--- src/rtl/spi_sclk_ctrl.sv ---
`default_nettype none
// ============================================================================
// Module   : spi_sclk_ctrl
// Purpose  : SPI master transfer sequencer. Generates chip select, SCLK with
//            selectable CPOL/CPHA from a programmable half-period divider,
//            and one-cycle SHIFT/SAMPLE strobes for the shift register.
// Revision : 1.0 - initial release
// ============================================================================
module spi_sclk_ctrl #(
    parameter int DIV_W = 8,
    parameter int CNT_W = 5
) (
    input  logic             CLK,
    input  logic             RST_N,
    input  logic             START,
    input  logic [DIV_W-1:0] DIV,
    input  logic [CNT_W-1:0] NBITS,
    input  logic             CPOL,
    input  logic             CPHA,
    output logic             BUSY,
    output logic             DONE,
    output logic             CS_N,
    output logic             SCLK,
    output logic             SHIFT,
    output logic             SAMPLE
);

    typedef enum logic [1:0] {
        S_IDLE  = 2'd0,
        S_SETUP = 2'd1,
        S_RUN   = 2'd2,
        S_HOLD  = 2'd3
    } state_t;

    state_t             r_state, w_state_nxt;
    logic [DIV_W-1:0]   r_hcnt,  w_hcnt_nxt;
    logic [CNT_W:0]     r_ecnt,  w_ecnt_nxt;   // one extra bit so 2^CNT_W bits never wrap
    logic [DIV_W-1:0]   r_div,   w_div_nxt;
    logic [CNT_W-1:0]   r_nbits, w_nbits_nxt;
    logic               r_cpol,  w_cpol_nxt;
    logic               r_cpha,  w_cpha_nxt;
    logic               r_busy,  w_busy_nxt;
    logic               r_done,  w_done_nxt;
    logic               r_cs_n,  w_cs_n_nxt;
    logic               r_sclk,  w_sclk_nxt;
    logic               r_shift, w_shift_nxt;
    logic               r_sample, w_sample_nxt;

    logic               w_hend;    // half period elapsed
    logic               w_lead;    // upcoming toggle is a leading edge
    logic               w_last;    // upcoming toggle is the final trailing edge

    assign w_hend = (r_hcnt == r_div);
    // Toggle numbers are 1-based; ecnt holds toggles already done, so an even
    // count means the next toggle is odd, i.e. a leading edge.
    assign w_lead = ~r_ecnt[0];
    assign w_last = (r_ecnt == {r_nbits, 1'b1});

    // State and output registers; reset aborts any transfer without DONE.
    always_ff @(posedge CLK or negedge RST_N) begin
        if (!RST_N) begin
            r_state  <= S_IDLE;
            r_hcnt   <= '0;
            r_ecnt   <= '0;
            r_div    <= '0;
            r_nbits  <= '0;
            r_cpol   <= 1'b0;
            r_cpha   <= 1'b0;
            r_busy   <= 1'b0;
            r_done   <= 1'b0;
            r_cs_n   <= 1'b1;
            r_sclk   <= 1'b0;
            r_shift  <= 1'b0;
            r_sample <= 1'b0;
        end else begin
            r_state  <= w_state_nxt;
            r_hcnt   <= w_hcnt_nxt;
            r_ecnt   <= w_ecnt_nxt;
            r_div    <= w_div_nxt;
            r_nbits  <= w_nbits_nxt;
            r_cpol   <= w_cpol_nxt;
            r_cpha   <= w_cpha_nxt;
            r_busy   <= w_busy_nxt;
            r_done   <= w_done_nxt;
            r_cs_n   <= w_cs_n_nxt;
            r_sclk   <= w_sclk_nxt;
            r_shift  <= w_shift_nxt;
            r_sample <= w_sample_nxt;
        end
    end

    // Next-state and next-output logic; strobes and DONE default low.
    always_comb begin
        w_state_nxt  = r_state;
        w_hcnt_nxt   = r_hcnt;
        w_ecnt_nxt   = r_ecnt;
        w_div_nxt    = r_div;
        w_nbits_nxt  = r_nbits;
        w_cpol_nxt   = r_cpol;
        w_cpha_nxt   = r_cpha;
        w_busy_nxt   = r_busy;
        w_cs_n_nxt   = r_cs_n;
        w_sclk_nxt   = r_sclk;
        w_done_nxt   = 1'b0;
        w_shift_nxt  = 1'b0;
        w_sample_nxt = 1'b0;

        case (r_state)
            S_IDLE: begin
                w_sclk_nxt = CPOL;
                if (START) begin
                    w_div_nxt   = DIV;
                    w_nbits_nxt = NBITS;
                    w_cpol_nxt  = CPOL;
                    w_cpha_nxt  = CPHA;
                    w_cs_n_nxt  = 1'b0;
                    w_busy_nxt  = 1'b1;
                    w_hcnt_nxt  = '0;
                    w_ecnt_nxt  = '0;
                    w_state_nxt = S_SETUP;
                end
            end
            S_SETUP: begin
                if (w_hend) begin
                    w_hcnt_nxt  = '0;
                    w_state_nxt = S_RUN;
                end else begin
                    w_hcnt_nxt  = r_hcnt + DIV_W'(1);
                end
            end
            S_RUN: begin
                if (w_hend) begin
                    w_hcnt_nxt = '0;
                    w_sclk_nxt = ~r_sclk;
                    w_ecnt_nxt = r_ecnt + (CNT_W+1)'(1);
                    if (r_cpha) begin
                        w_shift_nxt  = w_lead;
                        w_sample_nxt = ~w_lead;
                    end else begin
                        w_sample_nxt = w_lead;
                        w_shift_nxt  = ~w_lead & ~w_last;
                    end
                    if (w_last) begin
                        w_state_nxt = S_HOLD;
                    end
                end else begin
                    w_hcnt_nxt = r_hcnt + DIV_W'(1);
                end
            end
            S_HOLD: begin
                if (w_hend) begin
                    w_hcnt_nxt  = '0;
                    w_ecnt_nxt  = '0;
                    w_cs_n_nxt  = 1'b1;
                    w_busy_nxt  = 1'b0;
                    w_done_nxt  = 1'b1;
                    w_state_nxt = S_IDLE;
                end else begin
                    w_hcnt_nxt  = r_hcnt + DIV_W'(1);
                end
            end
            default: begin
                w_state_nxt = S_IDLE;
            end
        endcase
    end

    assign BUSY   = r_busy;
    assign DONE   = r_done;
    assign CS_N   = r_cs_n;
    assign SCLK   = r_sclk;
    assign SHIFT  = r_shift;
    assign SAMPLE = r_sample;

endmodule
`default_nettype wire

--- config.mk ---
export PLATFORM = sky130hd
export DESIGN_NAME = spi_sclk_ctrl
export DESIGN_NICKNAME = d
export VERILOG_FILES = /design/src/rtl/spi_sclk_ctrl.sv
export SDC_FILE = /design/constraint.sdc
export NUM_CORES = 1
export LEC_CHECK = 0
export ABC_AREA = 1
export CORE_ASPECT_RATIO = 1.25
export CORE_UTILIZATION = 55
export DETAILED_ROUTE_END_ITERATION = 10
export GPL_ROUTABILITY_DRIVEN = 0
export GPL_TIMING_DRIVEN = 0
export PLACE_DENSITY = 0.9
export SYNTH_ARGS = -nofsm -noshare
export SYNTH_HDL_FRONTEND = slang
export SYNTH_SLANG_ARGS = --single-unit
--- constraint.sdc ---
create_clock -name CLK -period 1.85 [get_ports CLK]
set_clock_uncertainty 0.1 [all_clocks]
set_input_delay 0.555 -clock CLK [delete_from_list [all_inputs] [get_ports CLK]]
set_output_delay 0.555 -clock CLK [all_outputs]
set_load 0.03 [all_outputs]
After elaboration in Yosys (flattened, before gate mapping)
Cells that the tools add are included.
{"block": "classes", "addsub": 2, "n_eq_ne": 10, "muxes": 29, "bitwise": 4, "reduce_logical": 10}
{"cell": "$mux 6", "count": 3}
{"cell": "$pmux 6 s3", "count": 1}
{"cell": "$mux 8", "count": 2}
{"cell": "$pmux 8 s2", "count": 1}
{"cell": "$mux 1", "count": 13}
{"cell": "$mux 2", "count": 5}
{"cell": "$ne 2x2->1 const B", "count": 5}
{"cell": "$add 8x1->8 const B", "count": 1}
{"cell": "$eq 8x8->1", "count": 1}
{"cell": "$pmux 2 s4", "count": 1}
{"cell": "$add 6x1->6 const B", "count": 1}
{"cell": "$eq 6x6->1", "count": 1}
{"cell": "$pmux 1 s2", "count": 3}
{"cell": "$reduce_and 5->1", "count": 1}
{"cell": "$eq 2x2->1 const B", "count": 2}
{"cell": "$reduce_and 2->1", "count": 2}
{"cell": "$reduce_and 4->1", "count": 1}
{"cell": "$reduce_bool 2->1", "count": 2}
{"cell": "$not 1->1", "count": 3}
{"cell": "$reduce_and 3->1", "count": 1}
{"cell": "$reduce_bool 3->1", "count": 1}
{"cell": "$reduce_or 3->1", "count": 1}
{"cell": "$eq 2x1->1 const B", "count": 1}
{"cell": "$logic_not 2->1", "count": 1}
{"cell": "$and 1x1->1", "count": 1}
{"block": "word_totals", "reg_bits": 36, "input_bits": 18, "elab_cells": 67}

Depth between registers and ports, before layout
Gate-level depths: netlist of the first run.
{"block": "depth", "word_depth": 6, "depth_mapped": 12, "depth_no_buf": 12}

Least setup slack after synthesis of the first run
No wires, ideal clock.
{"block": "synth_timing", "path_type": "register to register", "startpoint": "register r_state[0]", "endpoint": "register r_ecnt[0]", "setup_ns": 0.117, "arrival_time_ns": 1.324, "path_slack_ns": 0.309, "path_stages_with_launch": 8, "cell_sequence": "dfrtp_1 inv_1 ha_1 or2_2 nand2_2 nand2_2 nand2_1 nand2_1"}
{"block": "synth_between", "elab_chain_cells": 3, "elab_cells_between_ends": 9}
{"element": "from (decl)", "line_no": "35", "text": "state_t r_state, w_state_nxt;"}
{"element": "from (signal assigned)", "line_no": "76", "text": "r_state <= w_state_nxt;"}
{"element": "$eq 2x2->1 or $logic_not 2->1 (tied branches)", "line_no": "108", "text": "case (r_state)"}
{"element": "$ne 2x2->1 (no source line) or $reduce_bool 3->1 (tied branches)"}
{"element": "$reduce_and 4->1 (no source line)"}
{"element": "to (signal assigned)", "line_no": "78", "text": "r_ecnt <= w_ecnt_nxt;"}
{"element": "to (decl)", "line_no": "37", "text": "logic [CNT_W:0] r_ecnt, w_ecnt_nxt;"}
Parallel ways exist; a longest one is shown, timed or not.
A chain may end at the register's enable or synchronous reset.

Worst setup path after layout of the first run
{"block": "layout_timing", "startpoint": "input port START", "endpoint": "register r_div[7]"}
{"block": "layout_between", "elab_chain_cells": 1}
{"element": "from (decl)", "line_no": "15", "text": "input logic START,"}
{"element": "$reduce_and 2->1 (no source line)"}
{"element": "to (signal assigned)", "line_no": "79", "text": "r_div <= w_div_nxt;"}
{"element": "to (decl)", "line_no": "38", "text": "logic [DIV_W-1:0] r_div, w_div_nxt;"}
Every way passes these cells.

==> flow_summary.json, run 1 <==
{
  "status": "completed",
  "relSlewSlack_pct": 45.6,
  "die_width_um": 55.9,
  "synth_cell_type_count": 25,
  "crit_required_ns": 1.96,
  "syn_inst": 265,
  "dp_slack_ns": -0.331,
  "drc": 0,
  "timing.final.crit_share_pct": 93.5,
  "drive_gt1_share_pct": 10.5,
  "dieHeight_um": 69.4,
  "dr.first_iter.drc_count": 81,
  "dp_hpwl_mm": 3.29,
  "synth_fp_nets": 290,
  "syn_avg_cell_area_um2": 7.54,
  "path_max_fanout": 10,
  "top_level_ports": 24,
  "multi_input_area_um2": 921,
  "max_freq_ghz": 0.578,
  "vias": 1749,
  "critical_path_arrival_ns": 1.84,
  "crit_cells": 4,
  "row_count": 24,
  "htree_levels": 2,
  "critPathMaxStageDelay_ns": 0.53,
  "dieArea_mm2": 0.00388,
  "antenna_found_initial": 0,
  "power_density_mw_per_mm2": 1400,
  "path_buf_inv": 2,
  "clk_latency_ns": 0.29,
  "reg2reg_to": "r_ecnt[1]",
  "setup_viol": 0,
  "path_class": "in -> reg",
  "utilization_pct": 68.2,
  "dr.pass1.iters": 4,
  "root_buffer": "clkbuf_8",
  "start_util_pct": 57.3,
  "p_total_mw": 3.33,
  "fillers": 286,
  "ys_ff_latch": 36,
  "worstReg2RegStart": "r_state[0]",
  "fp.coreArea_mm2": 0.00348,
  "nets": 320,
  "reg2reg_slack_ns": 0.13,
  "syn2layout_area_growth_pct": 19.0,
  "regArea_um2": 903,
  "grt_max_degree": 37,
  "maxSlewViolCount": 0,
  "numPortBuffers": 23,
  "hp-class": "in -> async",
  "grt_use_total_pct": 25.6,
  "tightest_slew_ns": 0.817,
  "ant_nets": 0,
  "diodes": 0,
  "wirelength_mm": 4.54,
  "finalHoldViolations": 0,
  "yosysSeqAreaShare_pct": 45.2,
  "worst_slack_ns": 0.119,
  "crit_family": "buffers and inverters",
  "peakVddDrop_uv": 1100,
  "critPathLaunchType": "primary input",
  "maxCapViolations": 0,
  "fin_crit_ns": 1.73,
  "grt_pass1_vias": 1767,
  "endpoint": "r_div[7]",
  "endpoint_kind": "register",
  "critPathSlowestCell": "clkdlybuf4s50_1",
  "tritoncts": "built",
  "ctsHoldBuffers": 0,
  "yosysWarnings": 0,
  "cts-buffers-inserted": 5,
  "tns_ns": 0,
  "final_common_cell": "nand2_1",
  "cts_buffer_depth": 2,
  "grt_setup_unrepaired": "false",
  "crit_path_cell_trace": "clkdlybuf4s50_1, nand2_1, clkbuf_2, a21oi_1",
  "clk_pin_slew_ns": 0.07,
  "layout_common_cells": "nand2_1, inv_1, dfrtp_1",
  "reg2regPathDepth": 7,
  "synth_area_mm2": 0.00200,
  "overflow": 0,
  "grt_pass1_wl_mm": 7.72,
  "clkSinkCount": 36,
  "startpoint": "START",
  "drt-wirelength-per-cell_um": 13.5,
  "vias_per_cell": 5.22,
  "power.leakage_nw": 1.27
}
## Yosys cell counts (all sizes together)
cell type,n,area [µm²]
a21oi,14,81.3
dfrtp,35,876
clkbuf,2,7.51
xnor2,3,26.3
o21ai,7,35.0
and3,1,6.26
inv,40,150
ha,7,87.6
nor3b,1,7.51
nor2,27,106
xor2,6,52.6
dfstp,1,26.3
a31oi,1,6.26
mux2,2,22.5
or2,3,18.8
o22ai,5,31.3
nand3,15,75.1
buf,2,18.8
nor3,4,20.0
nand2,89,342
## per-stage QoR
stage	area, µm²	std cells	hold WS, ns
2_1_floorplan	2000	265	0.159
3_3_place_gp	2280	327	0.352
3_5_place_dp	2270	327	0.360
4_1_cts	2380	335	0.276
5_1_grt	2380	335	0.308
6_report	2380	335	0.253
## registers in the layout, summed over array words and instances (netlist names)
register / cells
r_div: 8
r_hcnt: 8
r_ecnt: 6
r_nbits: 5
r_state: 2
BUSY: 1
CS_N: 1
DONE: 1
SAMPLE: 1
SCLK: 1
SHIFT: 1
r_cpha: 1
## worst register-to-register path, stage by stage, from the launching register on
cell and delay, ns:
dfrtp_1 0.41, inv_1 0.10, ha_1 0.31, or2_2 0.30, nand2_2 0.13, nand2_2 0.12, nand2_1 0.09, nand2_1 0.05
## logic make-up (layout without fill, tap and decap cells)
group           Yosys count  after routing  share of synthesized area [%]
xor+xnor                  9              9                           3.95
simple gates            140            140                           28.8
fa+ha+maj                 7              7                           4.39
flops                    36             36                           45.2
compound gates           27             27                           7.71
buf+inv                  44             75                           8.83
mux                       2              2                           1.13
## layer usage
layer / up-vias / share of wire [%] / track usage (%)
met4: 0 / 2.6 / 11.7
met3: 12 / 3.2 / 4.66
met2: 35 / 54 / 46.5
met1: 827 / 40 / 28.8
met5: - / 0 / 0
li1: 875 / - / -
## final cells by class
class / instances / share of cell area [%]
clock inverters: 3 / 1.79
multi-input cells: 185 / 38.7
flip-flops and latches: 36 / 38.0
inverters: 40 / 6.32
well taps: 39 / 2.05
repair buffers: 23 / 9.00
clock buffers: 5 / 2.89
plain buffers: 4 / 1.21
## power by group
| group | internal, mW | switching (mW) |
|---|---|---|
| clock | 0.399 | 0.301 |
| combinational | 0.533 | 0.893 |
| sequential | 1.02 | 0.184 |
| total | 1.95 | 1.38 |
## worst min-delay path by stage
stage | from | endpoint | slack [ns] | depth (start not counted)
after CTS | RST_N | r_div[3] | 0.28 | 1
final | RST_N | r_hcnt[2] | 0.25 | 1
after global routing | RST_N | r_div[3] | 0.31 | 1
after floorplan | RST_N | BUSY | 0.16 | 0
after detailed placement | CS_N | CS_N | 0.36 | 2
after global placement | CS_N | CS_N | 0.35 | 2
## what timing repair did
action	in CTS	in global routing
buffers inserted	0	0
endpoints found under the setup margin	12	12
gates resized for setup	9	3
pin swaps	0	0
(Power assumes the default switching activity.)
==> inputs of run 2 (changes only) <==
- ABC_CLOCK_PERIOD_IN_PS: unset -> 1850
==> results of run 2 <==
Final layout, timing and power as in run 1 (identical DEF).
